--- src/rtl/spi_count_pkg.sv ---
// Shared constants and state encoding for the counter-readout SPI initiator.
// Frame layout is {count_p, count_m}, each COUNT_W bits, MSB first on the wire.
package spi_count_pkg;

   localparam int FRAME_BITS       = 48;
   localparam int COUNT_W          = 24;
   localparam int DEF_CLK_DIV      = 6;
   localparam int DEF_CS_SETUP     = 2;
   localparam int DEF_CS_HOLD      = 2;

   typedef enum logic [2:0] {
      IDLE,
      SETUP,
      SCK_HI,
      SCK_LO,
      HOLD,
      GAP
   } spi_state_t;

endpackage

--- src/rtl/sync_2ff.sv ---
// Two-flop synchroniser for a single asynchronous input.
// Clears to 0 on the asynchronous active-low reset.
module sync_2ff (
   input  logic clk,
   input  logic rst,
   input  logic d,
   output logic q
);

   logic meta;

   always_ff @(posedge clk or negedge rst) begin
      if (!rst) begin
         meta <= 1'b0;
         q    <= 1'b0;
      end else begin
         meta <= d;
         q    <= meta;
      end
   end

endmodule

--- src/rtl/spi_count_master.sv ---
// Mode-0 SPI initiator that reads one 48-bit {count_p, count_m} frame per start.
// spi_clk/spi_cs/spi_mosi are decoded from flops only, so no input reaches them combinationally.
module spi_count_master
   import spi_count_pkg::*;
#(
   parameter int CLK_DIV  = DEF_CLK_DIV,
   parameter int CS_SETUP = DEF_CS_SETUP,
   parameter int CS_HOLD  = DEF_CS_HOLD
) (
   input  logic                  clk,
   input  logic                  rst,
   input  logic                  start,
   input  logic [FRAME_BITS-1:0] tx_data,
   output logic                  busy,
   output logic                  done,
   output logic [FRAME_BITS-1:0] rx_data,
   output logic [COUNT_W-1:0]    count_p,
   output logic [COUNT_W-1:0]    count_m,
   output logic                  spi_clk,
   output logic                  spi_mosi,
   input  logic                  spi_miso,
   output logic                  spi_cs
);

   localparam int PHASE_W = 16;
   localparam int BIT_W   = $clog2(FRAME_BITS);

   spi_state_t            state;
   spi_state_t            state_next;
   logic [PHASE_W-1:0]    phase_cnt;
   logic [BIT_W-1:0]      bit_cnt;
   logic [FRAME_BITS-1:0] tx_shift;
   logic [FRAME_BITS-1:0] rx_shift;
   logic                  miso_sync;
   logic                  accept;
   logic                  hi_last;
   logic                  to_lo;
   logic                  frame_end;

   sync_2ff u_miso_sync (
      .clk (clk),
      .rst (rst),
      .d   (spi_miso),
      .q   (miso_sync)
   );

   assign accept    = (state == IDLE) && start;
   assign hi_last   = (state == SCK_HI) && (phase_cnt == PHASE_W'(CLK_DIV - 1));
   assign to_lo     = (state == SCK_HI) && (state_next == SCK_LO);
   assign frame_end = (state == HOLD) && (state_next == GAP);

   always_comb begin
      state_next = state;
      unique case (state)
         IDLE:   if (start) state_next = SETUP;
         SETUP:  if (phase_cnt == PHASE_W'(CS_SETUP - 1)) state_next = SCK_HI;
         SCK_HI: if (hi_last) state_next = (bit_cnt == BIT_W'(FRAME_BITS - 1)) ? HOLD : SCK_LO;
         SCK_LO: if (phase_cnt == PHASE_W'(CLK_DIV - 1)) state_next = SCK_HI;
         HOLD:   if (phase_cnt == PHASE_W'(CS_HOLD - 1)) state_next = GAP;
         GAP:    if (phase_cnt == PHASE_W'(CLK_DIV - 1)) state_next = IDLE;
         default: state_next = IDLE;
      endcase
   end

   // Phase counter restarts on every state change; the bit counter advances as each high phase ends.
   always_ff @(posedge clk or negedge rst) begin
      if (!rst) begin
         state     <= IDLE;
         phase_cnt <= '0;
         bit_cnt   <= '0;
      end else begin
         state <= state_next;
         if ((state_next != state) || (state == IDLE)) begin
            phase_cnt <= '0;
         end else begin
            phase_cnt <= phase_cnt + PHASE_W'(1);
         end
         if (state == IDLE) begin
            bit_cnt <= '0;
         end else if (to_lo) begin
            bit_cnt <= bit_cnt + BIT_W'(1);
         end
      end
   end

   // MISO is captured at the end of the high phase, when the responder's data has long settled.
   always_ff @(posedge clk or negedge rst) begin
      if (!rst) begin
         tx_shift <= '0;
         rx_shift <= '0;
         rx_data  <= '0;
         done     <= 1'b0;
      end else begin
         if (accept) begin
            tx_shift <= tx_data;
         end else if (to_lo) begin
            tx_shift <= {tx_shift[FRAME_BITS-2:0], 1'b0};
         end
         if (accept) begin
            rx_shift <= '0;
         end else if (hi_last) begin
            rx_shift <= {rx_shift[FRAME_BITS-2:0], miso_sync};
         end
         if (frame_end) begin
            rx_data <= rx_shift;
         end
         done <= frame_end;
      end
   end

   assign spi_cs   = !(state inside {SETUP, SCK_HI, SCK_LO, HOLD});
   assign spi_clk  = (state == SCK_HI);
   assign spi_mosi = !spi_cs && tx_shift[FRAME_BITS-1];
   assign busy     = (state != IDLE);
   assign count_p  = rx_data[FRAME_BITS-1 -: COUNT_W];
   assign count_m  = rx_data[COUNT_W-1:0];

endmodule
--- config.mk ---
export PLATFORM = sky130hd
export DESIGN_NAME = spi_count_master
export DESIGN_NICKNAME = d
export VERILOG_FILES = /design/src/rtl/spi_count_pkg.sv /design/src/rtl/sync_2ff.sv /design/src/rtl/spi_count_master.sv
export SDC_FILE = /design/constraint.sdc
export NUM_CORES = 1
export LEC_CHECK = 0
export CORE_ASPECT_RATIO = 1.1
export CORE_UTILIZATION = 30
export CTS_BUF_LIST = sky130_fd_sc_hd__clkbuf_16
export CTS_CLUSTER_DIAMETER = 150
export DETAILED_ROUTE_END_ITERATION = 10
export GPL_ROUTABILITY_DRIVEN = 0
export SYNTH_ARGS = -nofsm -noshare
export SYNTH_HDL_FRONTEND = slang
export SYNTH_HIERARCHICAL = 1
export SYNTH_SLANG_ARGS = --single-unit
--- constraint.sdc ---
create_clock -name clk -period 3.6 [get_ports clk]
set_input_delay 0.54 -clock clk [delete_from_list [all_inputs] [get_ports clk]]
set_output_delay 0.54 -clock clk [all_outputs]
set_load 0.01 [all_outputs]
==> flow_metrics.py, run 1 <==
metrics = {
    "layout": {
        "final_nets": 844,
        "n_antenna_cell": 0,
        "syn_to_final_growth_pct": 26.2,
        "drive_gt1_frac": 0.128,
    },
    "floorplanning": {
        "dieArea_um2": 27200,
        "num_rows": 62,
        "io_pins": 153,
        "core_area_um2": 26100,
        "fp.dieW_um": 157,
        "die_height_um": 173,
        "start_util": 0.305,
    },
    "pwr": {
        "sw_frac_of_total": 0.244,
        "p_comb_frac": 0.026,
        "p_int_uw": 3010,
        "power_frac_seq": 0.486,
        "leakagePower_uw": 0.00428,
        "power_frac_clock": 0.488,
        "power_uw": 3980,
        "power_switching_uw": 970,
        "powerDensity_nw_per_um2": 396,
        "ir_drop_v": 0.000242,
    },
    "setup_path": {
        "critPathMaxFanout": 21,
        "path_delay_family": "buffers and inverters",
        "regToRegEndpoint": "rx_data[0]",
        "crit_path_end_kind": "output port",
        "crit_required_ns": 3.06,
        "cpPeakStageDelay_ns": 0.58,
        "start_kind": "flip-flop",
        "slowest_stage": "dfrtp_1",
        "ff2ff_setup_slack_ns": 0.89,
        "crit_buf_inv": 3,
        "crit_type": "reg2out",
        "crit_arrival_ns": 2.30,
        "r2r-start": "phase_cnt[1]",
        "path_cells": "nor3_4 -> buf_4 -> inv_1 -> and3_1 -> clkdlybuf4s50_1",
        "r2r_cells": 7,
    },
    "place": {
        "port_buffers": 152,
        "dpl.hpwl_mm": 10.9,
    },
    "synth": {
        "ys_types": 51,
        "yosys-top-cells-area": "dfrtp_1 54%, mux2_2 6.2%, a221o_1 5.5%",
        "synth_top_area_frac": 0.540,
        "async_flop_share": 1.00,
        "synthMuxAreaShare": 0.0678,
        "yosys_most_used_dff": "dfrtp_1",
        "synthesis.nets": 769,
        "synth-simple-area-share": 0.134,
        "synth-compound-area-share": 0.154,
        "yosysSeqAreaShare": 0.540,
        "syn-cell-area_um2": 7970,
        "avgSynthCellArea_um2": 11.2,
        "synth-xor-area-share": 0.0132,
        "synthAdderAreaFrac": 0.00471,
        "synth_top_family_by_area": "compound AO/OA/AOI/OAI gates",
        "synth_top_cell_by_area": "dfrtp_1",
        "yosys_warnings": 6,
        "syn-instance-count": 714,
        "ys_seq_elements": 172,
        "synth-edff-count": 0,
    },
    "clock_tree": {
        "cts_setup_buffers": 0,
        "clk_pin_slew_ns": 0.09,
        "htreeDepth": 4,
        "clockRootBuffer": "clkbuf_16",
        "cts_tree": "yes",
        "clkLatencyLatePin_ns": 0.44,
        "clockBufferDepth": 2,
        "cts_buffers": 17,
        "cts_hold_buf": 0,
        "clock-sinks": 172,
        "ctsResizeCount": 0,
    },
    "drt": {
        "routedWlPerCell_um": 14.9,
        "drtAntennaViolNets": 0,
        "drt-total-wl_mm": 17.2,
        "drt_first_pass_iters": 4,
        "drtIter0Drc": 269,
        "vias": 5858,
        "drc": 0,
        "via_per_inst": 5.08,
    },
    "grt": {
        "overflow": 0,
        "antenna_found_initial": 0,
        "grt_pass1_wl_mm": 28.9,
        "grt_pass1_vias": 5586,
        "grt_max_degree": 82,
        "grt_util_all_layers": 0.132,
    },
    "run_status": {
        "status": "finished clean",
    },
    "timing": {
        "drv_slew": 0,
        "fmax_ghz": 0.352,
        "rsz0062_at_grt": "no",
        "setup_tns_ns": 0,
        "hold_violations": 0,
        "whs_ns": 0.126,
        "setup_viol_count_final": 0,
        "period_share": 0.789,
        "fin_worst_skew_ns": 0.0179,
        "worst_pin_slew_ns": 0.924,
        "period_needed_ns": 2.84,
        "relSlewSlack": 0.382,
    },
    "hold_path": {
        "hold_path.class": "in2async",
    },
    "flow_run": {
        "maxCapViolations": 0,
    },
}
Yosys cell counts (2+ instances only):
master / number
ha_1: 3
nand2_1: 12
o21ai_0: 59
nand2b_1: 2
and4_1: 2
and2_1: 5
nand3_1: 59
nor3_1: 13
and3_1: 49
a211oi_1: 3
mux2_1: 4
o211ai_1: 3
nor2_1: 6
nor4_4: 2
or4_1: 6
nor3_2: 2
or3_1: 3
buf_4: 50
nor4b_1: 2
xor2_1: 12
dfrtp_1: 172
a21oi_1: 59
nand4_1: 6
clkbuf_1: 41
buf_2: 12
mux2_2: 44
buf_6: 6
inv_1: 6
o31ai_1: 4
a41oi_1: 3
a221o_1: 44
flip-flops by register name (all words and copies together), names as in the netlist:
signal and cells:
bit_cnt 6, done 1, phase_cnt 16, rx_data 48
rx_shift 48, state 3, tx_shift 48, u_miso_sync/meta 1
u_miso_sync/q 1
kinds of logic (layout without fill, tap and decap cells):
| logic type | Yosys count | after routing |
|---|---|---|
| adders and majority gates | 3 | 3 |
| muxes | 48 | 48 |
| buffers and inverters | 116 | 204 |
| AOI/OAI and AO/OA | 185 | 185 |
| and+or+nand+nor | 178 | 178 |
| xor gates and xnor gates | 12 | 12 |
| DFF | 172 | 172 |
cell type report:
| class | count | area (um2) |
|---|---|---|
| clock buffer | 17 | 425 |
| inverter | 6 | 22.5 |
| timing repair buffer | 166 | 1640 |
| tap | 352 | 440 |
| sequential | 172 | 4300 |
| fill | 2543 | 16100 |
| multi-input combinational | 426 | 3020 |
| clock inverter | 15 | 210 |
worst max-delay path by stage:
stage                 start  slack, ns           to  depth (start not counted)
2_1_floorplan  phase_cnt[1]       1.54  rx_data[12]                          8
3_3_place_gp   phase_cnt[1]       0.92  rx_data[12]                          7
3_5_place_dp   phase_cnt[1]       0.81  rx_data[14]                          7
4_1_cts            state[2]       0.76     spi_mosi                          5
5_1_grt        phase_cnt[1]       0.63   rx_data[1]                          7
6_report           state[2]       0.76     spi_mosi                          5
stage by stage:
step | util | setup WS, ns | instance area (um2) | cells
floorplan | - | 1.54 | 7970 | 714
global placement | 0.361 | 0.916 | 9430 | 1122
detailed placement | 0.361 | 0.814 | 9430 | 1122
CTS | 0.385 | 0.763 | 10100 | 1154
global route | 0.385 | 0.633 | 10100 | 1154
finish | 0.385 | 0.761 | 10100 | 1154
cell usage in the layout, fill, tap and decap left out, drive strengths merged, types with 2 or more instances in the layout:
master,count
nand4,7
o21ai,60
a41oi,3
or4,6
a21oi,59
nor3,15
inv,16
and2,5
clkinv,4
clkbuf,17
nor4,4
mux2,48
dfrtp,172
nand2b,2
nand2,12
buf,15
xor2,12
a221o,44
a211oi,3
and4,2
ha,3
and3,49
nand3,59
o31ai,4
clkdlybuf4s50,151
nor2,7
o41ai,2
or3,3
o211ai,3
nor4b,3
layer usage:
layer / vias up / GRT usage / wire (um)
li1: 2756 / - / -
met1: 2905 / 0.178 / 8130
met2: 187 / 0.207 / 8020
met3: 10 / 0.0326 / 941
met4: 0 / 0.0384 / 119
met5: - / 0 / 0
power groups by stage:
stage	clock network, uW	logic [uW]	registers, uW
2_1_floorplan	0	7.21	1970
3_3_place_gp	0	108	1970
3_5_place_dp	0	108	1970
4_1_cts	2000	108	1940
5_1_grt	2090	117	1940
6_report	1940	103	1940
Note: power is estimated with default switching activity, not from simulation.
==> inputs of run 2 (changes only) <==
==> constraint.sdc (replaced) <==
create_clock -name clk -period 2.9 [get_ports clk]
set_input_delay 0.435 -clock clk [delete_from_list [all_inputs] [get_ports clk]]
set_output_delay 0.435 -clock clk [all_outputs]
set_load 0.01 [all_outputs]
==> run 2 against run 1 <==
  * First-iteration DRC count grew 4.5%
  * Die area is the same
  * Critical path depth decreased by 2
  * Clock power is 36% higher
  * Critical endpoint is now spi_clk
  * Utilization rose by 0.72 points
  * Register-to-register slack lost 0.29 ns
  * Clock-buffer cell count is the same
  * Via count grew 0.38%
  * Worst hold slack got worse by 0.087 ns
  * Clock skew shrank 0.0069 ns
  * Combinational power rose by 29%
==> flow_metrics.py, run 2 (synthesis results as in run 1) <==
metrics = {
    "timing": {
        "setup_viol_count_final": 0,
        "fin_worst_skew_ns": 0.0110,
        "drv_slew": 0,
        "whs_ns": 0.0386,
        "period_share": 0.905,
        "period_needed_ns": 2.62,
        "relSlewSlack": 0.492,
        "fin_ws_ns": 0.277,
        "setup_tns_ns": 0,
        "rsz0062_at_grt": "no",
        "worst_pin_slew_ns": 0.763,
        "fmax_ghz": 0.381,
        "hold_violations": 0,
    },
    "clock_tree": {
        "cts_tree": "yes",
        "clockBufferDepth": 2,
        "clkLatencyLatePin_ns": 0.42,
        "clockRootBuffer": "clkbuf_16",
        "cts_buffers": 17,
        "clk_pin_slew_ns": 0.07,
        "clock-sinks": 172,
        "htreeDepth": 4,
        "cts_hold_buf": 0,
    },
    "setup_path": {
        "slowest_stage": "clkdlybuf4s50_1",
        "r2r-start": "phase_cnt[1]",
        "path_cells": "inv_1 -> nor3_1 -> clkdlybuf4s50_1",
        "crit_arrival_ns": 2.19,
        "cp-startpoint": "state[1]",
        "start_kind": "flip-flop",
        "crit_path_end_kind": "output port",
        "crit_type": "reg2out",
        "cpPeakStageDelay_ns": 0.66,
        "critPathMaxFanout": 13,
        "crit_required_ns": 2.47,
    },
    "layout": {
        "final_cells": 1168,
        "final_nets": 858,
        "layout_commonest_cell": "dfrtp_1",
        "syn_to_final_growth_pct": 28.6,
        "n_antenna_cell": 0,
        "drive_gt1_frac": 0.141,
        "final_cell_mix": "172 x dfrtp_1, 151 x clkdlybuf4s50_1, 59 x nand3_1, 59 x o21ai_0, 59 x a21oi_1",
        "n_fill_cell": 2523,
        "reg.largest.list": "rx_data x48, rx_shift x48, tx_shift x48",
    },
    "floorplanning": {
        "fp.dieW_um": 157,
        "core_area_um2": 26100,
        "dieArea_um2": 27200,
        "io_pins": 153,
        "die_height_um": 173,
        "start_util": 0.305,
        "num_rows": 62,
    },
    "run_status": {
        "status": "finished clean",
    },
    "grt": {
        "grt_max_degree": 81,
        "grt_pass1_wl_mm": 29.3,
        "overflow": 0,
        "grt_pass1_vias": 5589,
        "antenna_found_initial": 0,
        "grt_util_all_layers": 0.133,
    },
    "drt": {
        "drtIter0Drc": 281,
        "routedWlPerCell_um": 15.0,
        "via_per_inst": 5.03,
        "drt-total-wl_mm": 17.5,
        "vias": 5880,
        "drtAntennaViolNets": 0,
        "drt_first_pass_iters": 4,
        "drc": 0,
    },
    "pwr": {
        "power_frac_clock": 0.509,
        "p_int_uw": 4110,
        "power_switching_uw": 1060,
        "power_frac_seq": 0.465,
        "powerDensity_nw_per_um2": 504,
        "leakagePower_uw": 0.00438,
        "power_uw": 5170,
        "sw_frac_of_total": 0.205,
        "ir_drop_v": 0.000305,
        "p_comb_frac": 0.026,
    },
    "place": {
        "placed_cells": 1132,
        "post-place-ws_ns": 0.575,
        "dpl.hpwl_mm": 11.4,
        "port_buffers": 152,
    },
    "flow_run": {
        "maxCapViolations": 0,
    },
    "hold_path": {
        "hold_path.class": "in2async",
    },
}
run 2: changes by cell type in the layout (fill, tap and decap cells not counted), sizes merged:
cell      previous run  this run
inv                 16        12
buf                 15        29
clkinv               4         2
bufinv               1         6
clkinvlp             0         1
run 2: power groups by stage:
stage	logic, uW	clock network (uW)	registers (uW)
finish	133	2630	2400
CTS	139	2700	2400
floorplan	8.95	0	2450
detailed placement	139	0	2450
global placement	137	0	2450
global route	150	2810	2400
run 2: final cells by class:
class | instances | area [um2] | area share
repair buffers | 180 | 1780 | 0.174
multi-input cells | 426 | 3020 | 0.294
well taps | 352 | 440 | 0.0430
inverters | 6 | 22.5 | 0.00220
flip-flops and latches | 172 | 4300 | 0.420
clock buffers | 17 | 425 | 0.0415
clock inverters | 15 | 255 | 0.0249
run 2: worst paths after layout:
path	end	slack [ns]	cells past startpoint
max	spi_clk	0.28	3
min	tx_shift[28]	0.04	1
max reg2reg	tx_shift[11]	0.60	8
min reg2reg	u_miso_sync/q	0.35	0
max in group asynchronous	rx_shift[14]	2.06	2
min in group clk	u_miso_sync/q	0.35	0
run 2: critical path, delay by kind of cell, from the launching register on:
kind	cells	cell delay, ns
buffers and inverters	2	0.80
flip-flops	1	0.65
AND/OR/NAND/NOR	1	0.32
run 2: timing repair:
action	CTS	global route
buffers inserted	0	4
setup endpoints to repair	0	2
resized for setup	0	0
run 2: routing by layer:
metal  track usage  share of wire
met5             0              0
met2         0.204           0.47
met3        0.0308          0.053
met4        0.0396          0.012
met1         0.187           0.47
run 2: stage by stage:
step,cell area (um2),util
after floorplan,7970,-
after global placement,9540,0.365
after detailed placement,9540,0.365
after CTS,10200,0.391
after global routing,10200,0.392
final,10200,0.392
==> inputs of run 3 (changes only) <==
--- a/config.mk
+++ b/config.mk
@@ -8,7 +8,7 @@
 export CORE_ASPECT_RATIO = 1.1
 export CORE_UTILIZATION = 30
 export CTS_BUF_LIST = sky130_fd_sc_hd__clkbuf_16
-export CTS_CLUSTER_DIAMETER = 150
+export CTS_CLUSTER_DIAMETER = 50
 export DETAILED_ROUTE_END_ITERATION = 10
 export GPL_ROUTABILITY_DRIVEN = 0
 export SYNTH_ARGS = -nofsm -noshare
==> results of run 3 <==
Final layout, timing and power as in run 2 (identical DEF).
